`src/rtl/spi_prog_master_pkg.sv`:
```
// rtl/spi_prog_master_pkg.sv - shared types and constants for the SPI program loader
package spi_prog_master_pkg;

    localparam int WORD_W      = 32;
    localparam int SCK_DIV_MIN = 4;

    typedef enum logic [2:0] {
        ST_IDLE,
        ST_HDR,
        ST_FETCH,
        ST_DATA,
        ST_VERIF,
        ST_TAIL,
        ST_FIN
    } spi_state_e;

endpackage

```
`src/rtl/spi_prog_master_if.sv`:
```
// rtl/spi_prog_master_if.sv - control, source-memory and SPI pins of the program loader
interface spi_prog_master_if #(
    parameter int PM_ADDR_W = 8
);
    import spi_prog_master_pkg::*;

    logic                 start;
    logic [PM_ADDR_W-1:0] last_addr;
    logic                 src_rd;
    logic [PM_ADDR_W-1:0] src_addr;
    logic [WORD_W-1:0]    src_data;
    logic                 spi_sck;
    logic                 spi_mosi;
    logic                 spi_miso;
    logic                 busy;
    logic                 done;
    logic                 pass;
    logic [WORD_W-1:0]    rx_sum;

    modport master (
        input  start, last_addr, src_data, spi_miso,
        output src_rd, src_addr, spi_sck, spi_mosi, busy, done, pass, rx_sum
    );

    modport slave (
        output start, last_addr, src_data, spi_miso,
        input  src_rd, src_addr, spi_sck, spi_mosi, busy, done, pass, rx_sum
    );

endinterface

```
`src/rtl/spi_prog_shifter.sv`:
```
// rtl/spi_prog_shifter.sv - SPI mode-3 bit engine: divider, bit counter, sck/mosi drive, miso sampling
module spi_prog_shifter
    import spi_prog_master_pkg::*;
#(
    parameter int SCK_DIV = 4
) (
    input  logic              cpu_clk,
    input  logic              cpu_resetn,
    input  logic              load,
    input  logic              park_low,
    input  logic [WORD_W-1:0] word_in,
    input  logic              spi_miso,
    output logic              spi_sck,
    output logic              spi_mosi,
    output logic              bit_done,
    output logic              word_done,
    output logic              miso_bit
);

    localparam int               DIV      = (SCK_DIV < SCK_DIV_MIN) ? SCK_DIV_MIN : SCK_DIV;
    localparam int               DIV_W    = $clog2(DIV);
    localparam logic [DIV_W-1:0] DIV_LAST = DIV_W'(DIV - 1);

    logic [DIV_W-1:0]  div_cnt;
    logic [DIV_W-1:0]  gap_cnt;
    logic [5:0]        bit_cnt;
    logic              run;
    logic              high;
    logic              park;
    logic              pend;
    logic [WORD_W-1:0] sr;
    logic [1:0]        miso_sync;
    logic              last_div;
    logic              go;
    logic [WORD_W-1:0] go_word;

    assign last_div  = (div_cnt == DIV_LAST);
    assign bit_done  = run & high & last_div;
    assign word_done = (bit_done & (bit_cnt == 6'd31)) | (run & park & ~high & last_div);
    assign go        = ~run & (gap_cnt == '0) & (load | pend);
    assign go_word   = load ? word_in : sr;
    assign miso_bit  = miso_sync[1];

    // A load arriving while the inter-word gap still runs is held in pend until the gap expires.
    always_ff @(posedge cpu_clk) begin
        if (!cpu_resetn) begin
            div_cnt   <= '0;
            gap_cnt   <= '0;
            bit_cnt   <= '0;
            run       <= 1'b0;
            high      <= 1'b0;
            park      <= 1'b0;
            pend      <= 1'b0;
            sr        <= '0;
            miso_sync <= 2'b11;
            spi_sck   <= 1'b1;
            spi_mosi  <= 1'b1;
        end else begin
            miso_sync <= {miso_sync[0], spi_miso};
            if (go) begin
                run      <= 1'b1;
                high     <= 1'b0;
                div_cnt  <= '0;
                bit_cnt  <= '0;
                pend     <= 1'b0;
                park     <= load ? park_low : park;
                spi_sck  <= 1'b0;
                spi_mosi <= go_word[0];
                sr       <= {1'b1, go_word[WORD_W-1:1]};
            end else if (run) begin
                if (!last_div) begin
                    div_cnt <= div_cnt + 1'b1;
                end else begin
                    div_cnt <= '0;
                    if (!high && park) begin
                        run <= 1'b0;
                    end else if (!high) begin
                        high    <= 1'b1;
                        spi_sck <= 1'b1;
                    end else if (bit_cnt == 6'd31) begin
                        run     <= 1'b0;
                        bit_cnt <= 6'd32;
                        gap_cnt <= DIV_LAST;
                    end else begin
                        bit_cnt  <= bit_cnt + 1'b1;
                        high     <= 1'b0;
                        spi_sck  <= 1'b0;
                        spi_mosi <= sr[0];
                        sr       <= {1'b1, sr[WORD_W-1:1]};
                    end
                end
            end else if (gap_cnt != '0) begin
                gap_cnt <= gap_cnt - 1'b1;
            end
            if (load && !go) begin
                sr   <= word_in;
                park <= park_low;
                pend <= 1'b1;
            end
        end
    end

endmodule

```
`src/rtl/spi_prog_master.sv`:
```
// rtl/spi_prog_master.sv - streams a program image over SPI and checks the target checksum
module spi_prog_master
    import spi_prog_master_pkg::*;
#(
    parameter int PM_ADDR_W = 8,
    parameter int SCK_DIV   = 4
) (
    input  logic               cpu_clk,
    input  logic               cpu_resetn,
    spi_prog_master_if.master  io
);

    spi_state_e           state;
    spi_state_e           state_n;
    logic [PM_ADDR_W-1:0] cnt;
    logic [WORD_W-1:0]    sum;
    logic [WORD_W-1:0]    rx_sum;
    logic [WORD_W-1:0]    sh_word;
    logic                 pass;
    logic                 fetch_ph;
    logic                 sh_load;
    logic                 sh_park;
    logic                 src_rd;
    logic                 bit_done;
    logic                 word_done;
    logic                 miso_bit;

    spi_prog_shifter #(.SCK_DIV(SCK_DIV)) u_shifter (
        .cpu_clk   (cpu_clk),
        .cpu_resetn(cpu_resetn),
        .load      (sh_load),
        .park_low  (sh_park),
        .word_in   (sh_word),
        .spi_miso  (io.spi_miso),
        .spi_sck   (io.spi_sck),
        .spi_mosi  (io.spi_mosi),
        .bit_done  (bit_done),
        .word_done (word_done),
        .miso_bit  (miso_bit)
    );

    assign io.src_rd   = src_rd;
    assign io.src_addr = cnt;
    assign io.busy     = (state != ST_IDLE) && (state != ST_FIN);
    assign io.done     = (state == ST_FIN);
    assign io.pass     = pass;
    assign io.rx_sum   = rx_sum;

    always_comb begin
        state_n = state;
        sh_load = 1'b0;
        sh_park = 1'b0;
        sh_word = sum;
        src_rd  = 1'b0;
        case (state)
            ST_IDLE: if (io.start) begin
                state_n = ST_HDR;
                sh_load = 1'b1;
                sh_word = WORD_W'(io.last_addr);
            end
            ST_HDR: if (word_done) state_n = ST_FETCH;
            ST_FETCH: begin
                if (!fetch_ph) begin
                    src_rd = 1'b1;
                end else begin
                    sh_load = 1'b1;
                    sh_word = io.src_data;
                    state_n = ST_DATA;
                end
            end
            ST_DATA: if (word_done) begin
                if (cnt == '0) begin
                    state_n = ST_VERIF;
                    sh_load = 1'b1;
                end else begin
                    state_n = ST_FETCH;
                end
            end
            // Tail word is all ones so mosi idles high during the parked low half.
            ST_VERIF: if (word_done) begin
                state_n = ST_TAIL;
                sh_load = 1'b1;
                sh_park = 1'b1;
                sh_word = '1;
            end
            ST_TAIL: if (word_done) state_n = ST_FIN;
            ST_FIN:  state_n = ST_IDLE;
            default: state_n = ST_IDLE;
        endcase
    end

    always_ff @(posedge cpu_clk) begin
        if (!cpu_resetn) begin
            state    <= ST_IDLE;
            cnt      <= '0;
            sum      <= '0;
            rx_sum   <= '0;
            pass     <= 1'b0;
            fetch_ph <= 1'b0;
        end else begin
            state <= state_n;
            case (state)
                ST_IDLE: if (io.start) begin
                    cnt  <= io.last_addr;
                    sum  <= '0;
                    pass <= 1'b0;
                end
                ST_FETCH: begin
                    fetch_ph <= ~fetch_ph;
                    if (fetch_ph) sum <= sum + io.src_data;
                end
                ST_DATA:  if (word_done && cnt != '0) cnt <= cnt - 1'b1;
                ST_VERIF: if (bit_done) rx_sum <= {miso_bit, rx_sum[WORD_W-1:1]};
                ST_TAIL:  if (word_done) pass <= (rx_sum == sum);
                default: ;
            endcase
        end
    end

endmodule

```
`src/flat_wrapper.sv`:
```
// flat-port wrapper written by rule: the top's interface ports become plain ports
module spi_prog_master_flat import spi_prog_master_pkg::*;
#(
    parameter int PM_ADDR_W = 8,
    parameter int SCK_DIV   = 4
)
  (cpu_clk, cpu_resetn, io_start, io_last_addr, io_src_data, io_spi_miso, io_src_rd, io_src_addr, io_spi_sck, io_spi_mosi, io_busy, io_done, io_pass, io_rx_sum);
  spi_prog_master_if #(.PM_ADDR_W(PM_ADDR_W)) io_i ();
  input  logic cpu_clk;
  input  logic cpu_resetn;
  input wire logic [$bits(io_i.start)-1:0] io_start;
  input wire logic [$bits(io_i.last_addr)-1:0] io_last_addr;
  input wire logic [$bits(io_i.src_data)-1:0] io_src_data;
  input wire logic [$bits(io_i.spi_miso)-1:0] io_spi_miso;
  output wire logic [$bits(io_i.src_rd)-1:0] io_src_rd;
  output wire logic [$bits(io_i.src_addr)-1:0] io_src_addr;
  output wire logic [$bits(io_i.spi_sck)-1:0] io_spi_sck;
  output wire logic [$bits(io_i.spi_mosi)-1:0] io_spi_mosi;
  output wire logic [$bits(io_i.busy)-1:0] io_busy;
  output wire logic [$bits(io_i.done)-1:0] io_done;
  output wire logic [$bits(io_i.pass)-1:0] io_pass;
  output wire logic [$bits(io_i.rx_sum)-1:0] io_rx_sum;
  assign io_i.start = io_start;
  assign io_i.last_addr = io_last_addr;
  assign io_i.src_data = io_src_data;
  assign io_i.spi_miso = io_spi_miso;
  assign io_src_rd = io_i.src_rd;
  assign io_src_addr = io_i.src_addr;
  assign io_spi_sck = io_i.spi_sck;
  assign io_spi_mosi = io_i.spi_mosi;
  assign io_busy = io_i.busy;
  assign io_done = io_i.done;
  assign io_pass = io_i.pass;
  assign io_rx_sum = io_i.rx_sum;
  spi_prog_master #(.PM_ADDR_W(PM_ADDR_W), .SCK_DIV(SCK_DIV)) u_core (.cpu_clk(cpu_clk), .cpu_resetn(cpu_resetn), .io(io_i));
endmodule
```
`config.mk`:
```
export PLATFORM = sky130hd
export DESIGN_NAME = spi_prog_master_flat
export DESIGN_NICKNAME = d
export VERILOG_FILES = /design/src/rtl/spi_prog_master_pkg.sv /design/src/rtl/spi_prog_master_if.sv /design/src/rtl/spi_prog_shifter.sv /design/src/rtl/spi_prog_master.sv /design/src/flat_wrapper.sv
export SDC_FILE = /design/constraint.sdc
export NUM_CORES = 1
export LEC_CHECK = 0
export BUFFER_PORTS_ARGS = -buffer_cell sky130_fd_sc_hd__buf_2
export CORE_UTILIZATION = 64
export DETAILED_ROUTE_END_ITERATION = 7
export GPL_ROUTABILITY_DRIVEN = 1
export PLACE_DENSITY = 0.91
export SYNTH_ARGS = -nofsm -noshare
export SYNTH_HDL_FRONTEND = slang
export SYNTH_SLANG_ARGS = --single-unit
```
`constraint.sdc`:
```
create_clock -name cpu_clk -period 5.1 [get_ports cpu_clk]
set_input_delay 0 -clock cpu_clk [delete_from_list [all_inputs] [get_ports cpu_clk]]
set_output_delay 0 -clock cpu_clk [all_outputs]
set_load 0.05 [all_outputs]
```
==> impl_metrics.env, run 1 <==
export IMPL_crit_path_end_kind="register"
export IMPL_critPathCapture="u_core.u_shifter.sr[21]"
export IMPL_reg2reg_to="u_core.u_shifter.sr[21]"
export IMPL_drc=0
export IMPL_combPwrFrac_pct=23.5
export IMPL_tns_ps=0
export IMPL_path_clk_slew_ps=60
export IMPL_cts_resized_gates=0
export IMPL_synth_edf_count=0
export IMPL_required_ps=5430
export IMPL_drive_gt1_share_pct=13.5
export IMPL_placed_area_um2=8480
export IMPL_pin_count=90
export IMPL_seq_area_um2=2540
export IMPL_ctsLongestPathBuffers=2
export IMPL_ff2ff_setup_slack_ps=1720
export IMPL_syn_cell_area_um2=8010
export IMPL_htreeDepth=4
export IMPL_cts_root_buf="clkbuf_16"
export IMPL_cts_hold_buf=5
export IMPL_setup_viol_count_final=0
export IMPL_yosysSeqAreaShare_pct=31.7
export IMPL_grt_max_degree=96
export IMPL_final_cell_area_um2=9130
export IMPL_whs_ps=15.6
export IMPL_slew_headroom_pct=26.2
export IMPL_critPathKind="reg2reg"
export IMPL_synth_seq_cells=127
export IMPL_maxSlewViolCount=0
export IMPL_power_net_switching_mw=0.976
export IMPL_worstPathMaxFanout=32
export IMPL_min_period_ps=3380
export IMPL_placed_cells=1230
export IMPL_async_reset_ff_share_pct=0
export IMPL_hold_viol=0
export IMPL_wl_per_cell_um=17.4
export IMPL_start_util_pct=66.1
export IMPL_cp_cell_sequence="ha_1 > nand3_1 > o41ai_2 > nand3_1 > o21ai_1 > buf_4 > or2_1 > buf_4 > o311ai_1 > o211a_1"
export IMPL_multi_input_area_um2=5170
export IMPL_synthFlopType="dfxtp_1"
export IMPL_cap_violations=0
export IMPL_internal_power_mw=2.12
export IMPL_antenna_cells=0
export IMPL_grtUsageTotal_pct=34.7
export IMPL_drt_first_pass_iters=6
export IMPL_synthCells=1027
export IMPL_layoutNonFillerInstCount=1267
export IMPL_ir_worst_vdd_v=0.000292
export IMPL_core_area_um2=12100
export IMPL_switching_share_pct=31.6
export IMPL_power_density_nw_per_um2=339
export IMPL_cp_data_arrival_time_ps=3710
export IMPL_fillers=900
export IMPL_drt_wl_total_mm=22.1
export IMPL_numCtsBuffers=17
export IMPL_total_power_mw=3.09
export IMPL_place_congestion=0.957
export IMPL_cts_sinks=127
export IMPL_via_count=7997
export IMPL_cp_slowest_cell="or2_1"
export IMPL_io_buffers=89
export IMPL_die_y_um=114
export IMPL_skew_ps=7.08
export IMPL_seqPwrFrac_pct=36.7
export IMPL_syn_num_nets=1108
export IMPL_post_cts_buffers=0
export IMPL_worst_pin_slew_ps=1100
export IMPL_r2r_cells=10
export IMPL_critPathLaunch="u_core.u_shifter.bit_cnt[0]"
export IMPL_worstSetupStartpointType="register"
export IMPL_overflow=0
export IMPL_first_global_vias=7006
export IMPL_finalWorstSetupSlack_ps=1720
export IMPL_rsz0062_at_grt="no"
export IMPL_antenna_left=0
export IMPL_vias_per_cell=6.31
export IMPL_drt_iter0_drc=1044
export IMPL_max_freq_ghz=0.296
export IMPL_pre_cts_ws_ps=1800
export IMPL_syn_avg_cell_area_um2=7.80
export IMPL_status="finished, final reports clean"
export IMPL_slowest_delay_ps=590
export IMPL_regToRegStartpoint="u_core.u_shifter.bit_cnt[0]"
export IMPL_grt_pass1_wl_mm=35.1
export IMPL_p_clk_share_pct=39.7
export IMPL_hpwl_mm=15.2
export IMPL_yosys_warnings=0
export IMPL_rows=40
export IMPL_finalCritPeriodShare_pct=66.2
export IMPL_ys_types=68
export IMPL_final_util_pct=75.3
export IMPL_die_x_um=114
export IMPL_clk_insertion_delay_late_ps=440
export IMPL_hold_path_class="in2reg"
export IMPL_synthToLayoutAreaGrowth_pct=13.9
export IMPL_p_leak_nw=4.14
export IMPL_cts_tree="yes"
export IMPL_die_area_um2=13000
export IMPL_layout_nets=1167
export IMPL_antenna_found_initial=0
## worst min-delay path by stage
stage                         start                            end  slack, ps  depth (start not counted)
detailed placement      io_spi_miso  u_core.u_shifter.miso_sync[0]        190                          2
global placement        io_spi_miso  u_core.u_shifter.miso_sync[0]        180                          2
global route        io_last_addr[4]          u_core.io.src_addr[4]         30                          3
floorplan               io_spi_miso  u_core.u_shifter.miso_sync[0]        100                          1
finish              io_last_addr[4]          u_core.io.src_addr[4]         20                          3
CTS                 io_src_data[31]                 u_core.sum[31]         10                          4
## layer usage
metal / share of wire [%] / global-route usage (%)
met5: 0 / 0
met4: 3.4 / 15.4
met3: 9.0 / 7.44
met2: 44 / 52.5
met1: 43 / 47.5
## cells by family after synthesis
kind of cell	Yosys count	synth area share, %
buffers and inverters	77	3.91
AO/OA/AOI/OAI	304	27.4
AND/OR/NAND/NOR	410	23.0
adder cells (fa/ha/maj)	37	5.87
multiplexers	10	1.25
XOR/XNOR	62	6.78
flip-flops	127	31.7
## sequential cells by signal, indices dropped and copies added, names as in the netlist, 2 cells and up
signal and count:
u_core.state 3, u_core.u_shifter.bit_cnt 6, u_core.u_shifter.gap_cnt 2, u_core.u_shifter.div_cnt 2
u_core.u_shifter.sr 32, u_core.io.src_addr 8, u_core.io.rx_sum 32, u_core.sum 32
u_core.u_shifter.miso_sync 2
## final cells by class
class | count | area share [%]
inverters | 14 | 0.576
clock inverters | 11 | 1.54
well taps | 168 | 2.30
clock buffers | 21 | 4.94
multi-input cells | 823 | 56.6
repair buffers | 103 | 6.17
flip-flops and latches | 127 | 27.9
## power by group through the flow
stage / Sequential, mW / Clock (mW) / Combinational [mW]
2_1_floorplan: 1.17 / 0 / 0.533
3_3_place_gp: 1.15 / 0 / 0.679
3_5_place_dp: 1.15 / 0 / 0.702
4_1_cts: 1.13 / 1.23 / 0.714
5_1_grt: 1.14 / 1.28 / 0.808
6_report: 1.14 / 1.23 / 0.728
## worst max-delay path: cells and delay by family (launching register included)
kind,cells,cell delay [ps]
adders and majority gates,1,200
and+or+nand+nor,3,1080
AOI/OAI and AO/OA,4,940
DFF,1,370
buffers and inverters,2,680
## synth_stat cells (all sizes together) (6+ instances only)
cell      n  area share [%]
nand2   187             8.8
dfxtp   127              32
nor2     83             3.9
o21ai    60             3.8
a21oi    58             3.8
clkbuf   44             2.1
a21boi   42             4.0
nand3    42             2.6
ha       36             5.6
xnor2    31             3.4
xor2     31             3.4
o211a    29             3.6
nor2b    22             1.7
buf      19             1.2
a21o     16             1.5
a22oi    16             1.6
nor3     15             1.1
inv      14            0.66
and3     13             1.0
o311ai   12             1.3
o211ai   11             1.0
mux2i    10             1.2
nand4    10            0.78
nand2b    9            0.70
and2      8            0.62
nor4      8            0.70
o21bai    8            0.75
a221oi    7            0.84
a211oi    6            0.56
or3       6            0.47
## cell usage in the layout (no fill, tap or decap), types with 11 or more instances in the layout
cell       count
a21boi_1      41
a21o_1        16
a21oi_1       55
a22oi_1       15
and3_1        13
buf_2         89
clkbuf_16     17
dfxtp_1      127
ha_1          36
inv_1         13
nand2_1      187
nand3_1       42
nor2_1        83
nor2b_1       21
nor3_1        12
o211a_1       29
o211ai_1      11
o21ai_0       20
o21ai_1       38
o311ai_1      12
xnor2_1       31
xor2_1        31
No activity file was read; power rests on OpenSTA's default activity.
==> run 2, diff against run 1 <==
- ABC_AREA: unset -> 1
- CORE_UTILIZATION: 64 -> 60
- PLACE_DENSITY: 0.91 -> 0.86
- clock period: 5.1 -> 3.15 ns (I/O delays scaled with it)
==> run 2 against run 1 <==
Against the previous run: wire length grew 20%; count of clock-buffer cells in the layout rose by 1; fmax increased by 35%; worst hold slack worse by 6.9 ps; sequential share of layout area is 2.0 points lower; worst setup slack lost 1100 ps; critical path depth is 2 higher; global-route usage increased by 1.7 points; synthesized cell count rose by 36%; cell count grew 31%; clock skew grew 1.4 ps; critical endpoint is now u_core.u_shifter.sr[24]; highest routed layer unchanged.
==> impl_metrics.env, run 2 <==
export IMPL_critPathLaunch="u_core.state[2]"
export IMPL_tns_ps=0
export IMPL_layoutNonFillerInstCount=1659
export IMPL_hold_path_class="in2reg"
export IMPL_drt_wl_total_mm=26.4
export IMPL_placed_cells=1620
export IMPL_synthFlopType="dfxtp_1"
export IMPL_die_x_um=122
export IMPL_min_period_ps=2500
export IMPL_vias_per_cell=5.78
export IMPL_synth_seq_cells=127
export IMPL_place_congestion=0.947
export IMPL_setup_viol_count_final=0
export IMPL_numCtsBuffers=17
export IMPL_cts_tree="yes"
export IMPL_rsz0062_at_grt="no"
export IMPL_die_area_um2=14900
export IMPL_cts_sinks=127
export IMPL_max_freq_ghz=0.400
export IMPL_cap_violations=0
export IMPL_synthCells=1397
export IMPL_regToRegStartpoint="u_core.state[2]"
export IMPL_via_count=9583
export IMPL_synth_area_top_cells="dfxtp_1, nand2_1, nand3_1, nor2_1, inv_1"
export IMPL_drt_first_pass_iters=5
export IMPL_drc=0
export IMPL_synth_top_cell_by_area="dfxtp_1"
export IMPL_power_density_nw_per_um2=673
export IMPL_grtUsageTotal_pct=36.4
export IMPL_worstSetupStartpointType="register"
export IMPL_grt_pass1_wl_mm=42.1
export IMPL_ys_types=42
export IMPL_cts_root_buf="clkbuf_16"
export IMPL_p_leak_nw=4.94
export IMPL_layout_nets=1548
export IMPL_pre_cts_ws_ps=754
export IMPL_crit_path_end_kind="register"
export IMPL_cts_resized_gates=0
export IMPL_grt_max_degree=73
export IMPL_core_area_um2=14000
export IMPL_r2r_cells=12
export IMPL_path_clk_slew_ps=60
export IMPL_skew_ps=8.45
export IMPL_drt_iter0_drc=972
export IMPL_worst_pin_slew_ps=1130
export IMPL_maxSlewViolCount=0
export IMPL_syn_num_nets=1478
export IMPL_ctsLongestPathBuffers=2
export IMPL_hpwl_mm=19.0
export IMPL_antenna_found_initial=0
export IMPL_io_buffers=89
export IMPL_hold_viol=0
export IMPL_rows=43
export IMPL_die_y_um=122
export IMPL_pin_count=90
export IMPL_status="finished, final reports clean"
export IMPL_synthToLayoutAreaGrowth_pct=13.6
export IMPL_yosysSeqAreaShare_pct=29.4
export IMPL_antenna_cells=0
export IMPL_critPathKind="reg2reg"
export IMPL_synth_top_cell_area_share_pct=29.4
export IMPL_syn_avg_cell_area_um2=6.20
export IMPL_layout_commonest_cell="nand2_1"
export IMPL_ff2ff_setup_slack_ps=650
export IMPL_slew_headroom_pct=24.8
export IMPL_yosys_warnings=0
export IMPL_cp_data_arrival_time_ps=2850
export IMPL_ir_worst_vdd_v=0.000408
export IMPL_reg_top3="u_core.io.rx_sum x32, u_core.sum x32, u_core.u_shifter.sr x32"
export IMPL_worstPathMaxFanout=22
export IMPL_first_global_vias=8434
export IMPL_yosysMostFrequentCell="nand2_1"
export IMPL_required_ps=3500
export IMPL_post_cts_buffers=0
export IMPL_reg2reg_to="u_core.u_shifter.sr[24]"
export IMPL_drive_gt1_share_pct=10.7
export IMPL_clk_insertion_delay_late_ps=430
export IMPL_syn_cell_area_um2=8660
export IMPL_finalWorstSetupSlack_ps=649
export IMPL_critPathCapture="u_core.u_shifter.sr[24]"
export IMPL_netlist_top_cells_count="nand2_1, nand3_1, nor2_1"
export IMPL_antenna_left=0
export IMPL_final_cell_mix="nand2_1, nand3_1, nor2_1, inv_1, dfxtp_1"
export IMPL_synth_edf_count=0
export IMPL_overflow=0
export IMPL_finalCritPeriodShare_pct=79.4
export IMPL_wl_per_cell_um=15.9
export IMPL_async_reset_ff_share_pct=0
export IMPL_htreeDepth=4
export IMPL_start_util_pct=61.9
==> run 2: repair_timing <==
item                                   in CTS  in global routing
hold buffers                                8                  0
endpoints found under the hold margin       8                  0
setup endpoints to repair                   0                  0
==> run 2: where the power goes <==
part	total, mW	internal [mW]	leakage (nW)	switching, mW
clock	1.99	1.26	0.280	0.732
sequential	2.09	1.88	1.03	0.212
combinational	2.54	0.730	3.62	1.81
==> run 2: worst max-delay path, cell delays in order, from the launching register on <==
cell and delay, ps:
dfxtp_1 460, inv_2 70, nand2_1 100, nor2_2 80
nand2_4 220, nand2_2 110, inv_4 210, nand2_4 130
a21oi_4 290, nand2_4 150, inv_2 350, nor2_1 110
nor2_1 130
==> run 2: how the worst min path moves through the flow <==
| stage | to | from | cells past startpoint | slack (ps) |
|---|---|---|---|---|
| floorplan | u_core.u_shifter.miso_sync[0] | io_spi_miso | 1 | 110 |
| global placement | u_core.u_shifter.miso_sync[0] | io_spi_miso | 2 | 240 |
| detailed placement | u_core.u_shifter.miso_sync[0] | io_spi_miso | 2 | 240 |
| CTS | u_core.sum[0] | io_src_data[0] | 4 | 1 |
| global route | u_core.io.src_addr[4] | io_last_addr[4] | 5 | 40 |
| finish | u_core.sum[0] | io_src_data[0] | 4 | 9 |
==> run 2: kinds of logic (layout without fill, tap and decap cells) <==
kind of cell / after synthesis / in the layout / synth area share [%]
AND/OR/NAND/NOR: 793 / 793 / 39.7
AO/OA/AOI/OAI: 203 / 203 / 12.4
buffers and inverters: 200 / 282 / 9.26
flip-flops: 127 / 127 / 29.4
adder cells (fa/ha/maj): 37 / 37 / 5.43
XOR/XNOR: 36 / 36 / 3.64
multiplexers: 1 / 1 / 0.116
==> run 2: routing by layer <==
layer	up-vias	GRT usage [%]	routed length, µm	share of wire, %
li1	4714	-	-	-
met1	4313	44.5	10800	41
met2	453	59.6	12300	47
met3	103	6.09	1770	6.7
met4	0	22.3	1500	5.7
met5	-	0	0	0
==> run 2: stage by stage <==
| stage | instance area (µm²) | total power, mW | hold WS, ps | util (%) |
|---|---|---|---|---|
| final | 9830 | 6.62 | 8.68 | 70.3 |
| after global routing | 9830 | 7.02 | 42.5 | 70.3 |
| after CTS | 9830 | 6.58 | 1.48 | 70.3 |
| after detailed placement | 9160 | 4.57 | 242 | 65.5 |
| after global placement | 9160 | 4.53 | 243 | 65.5 |
| after floorplan | 8660 | 4.03 | 107 | - |
==> run 2: final cells by class <==
type,count,area [µm²]
Clock buffer,22,454
Clock inverter,9,136
Fill cell,1243,4160
Inverter,143,539
Multi-Input combinational cell,1070,5320
Sequential cell,127,2540
Tap cell,180,225
Timing Repair Buffer,108,621
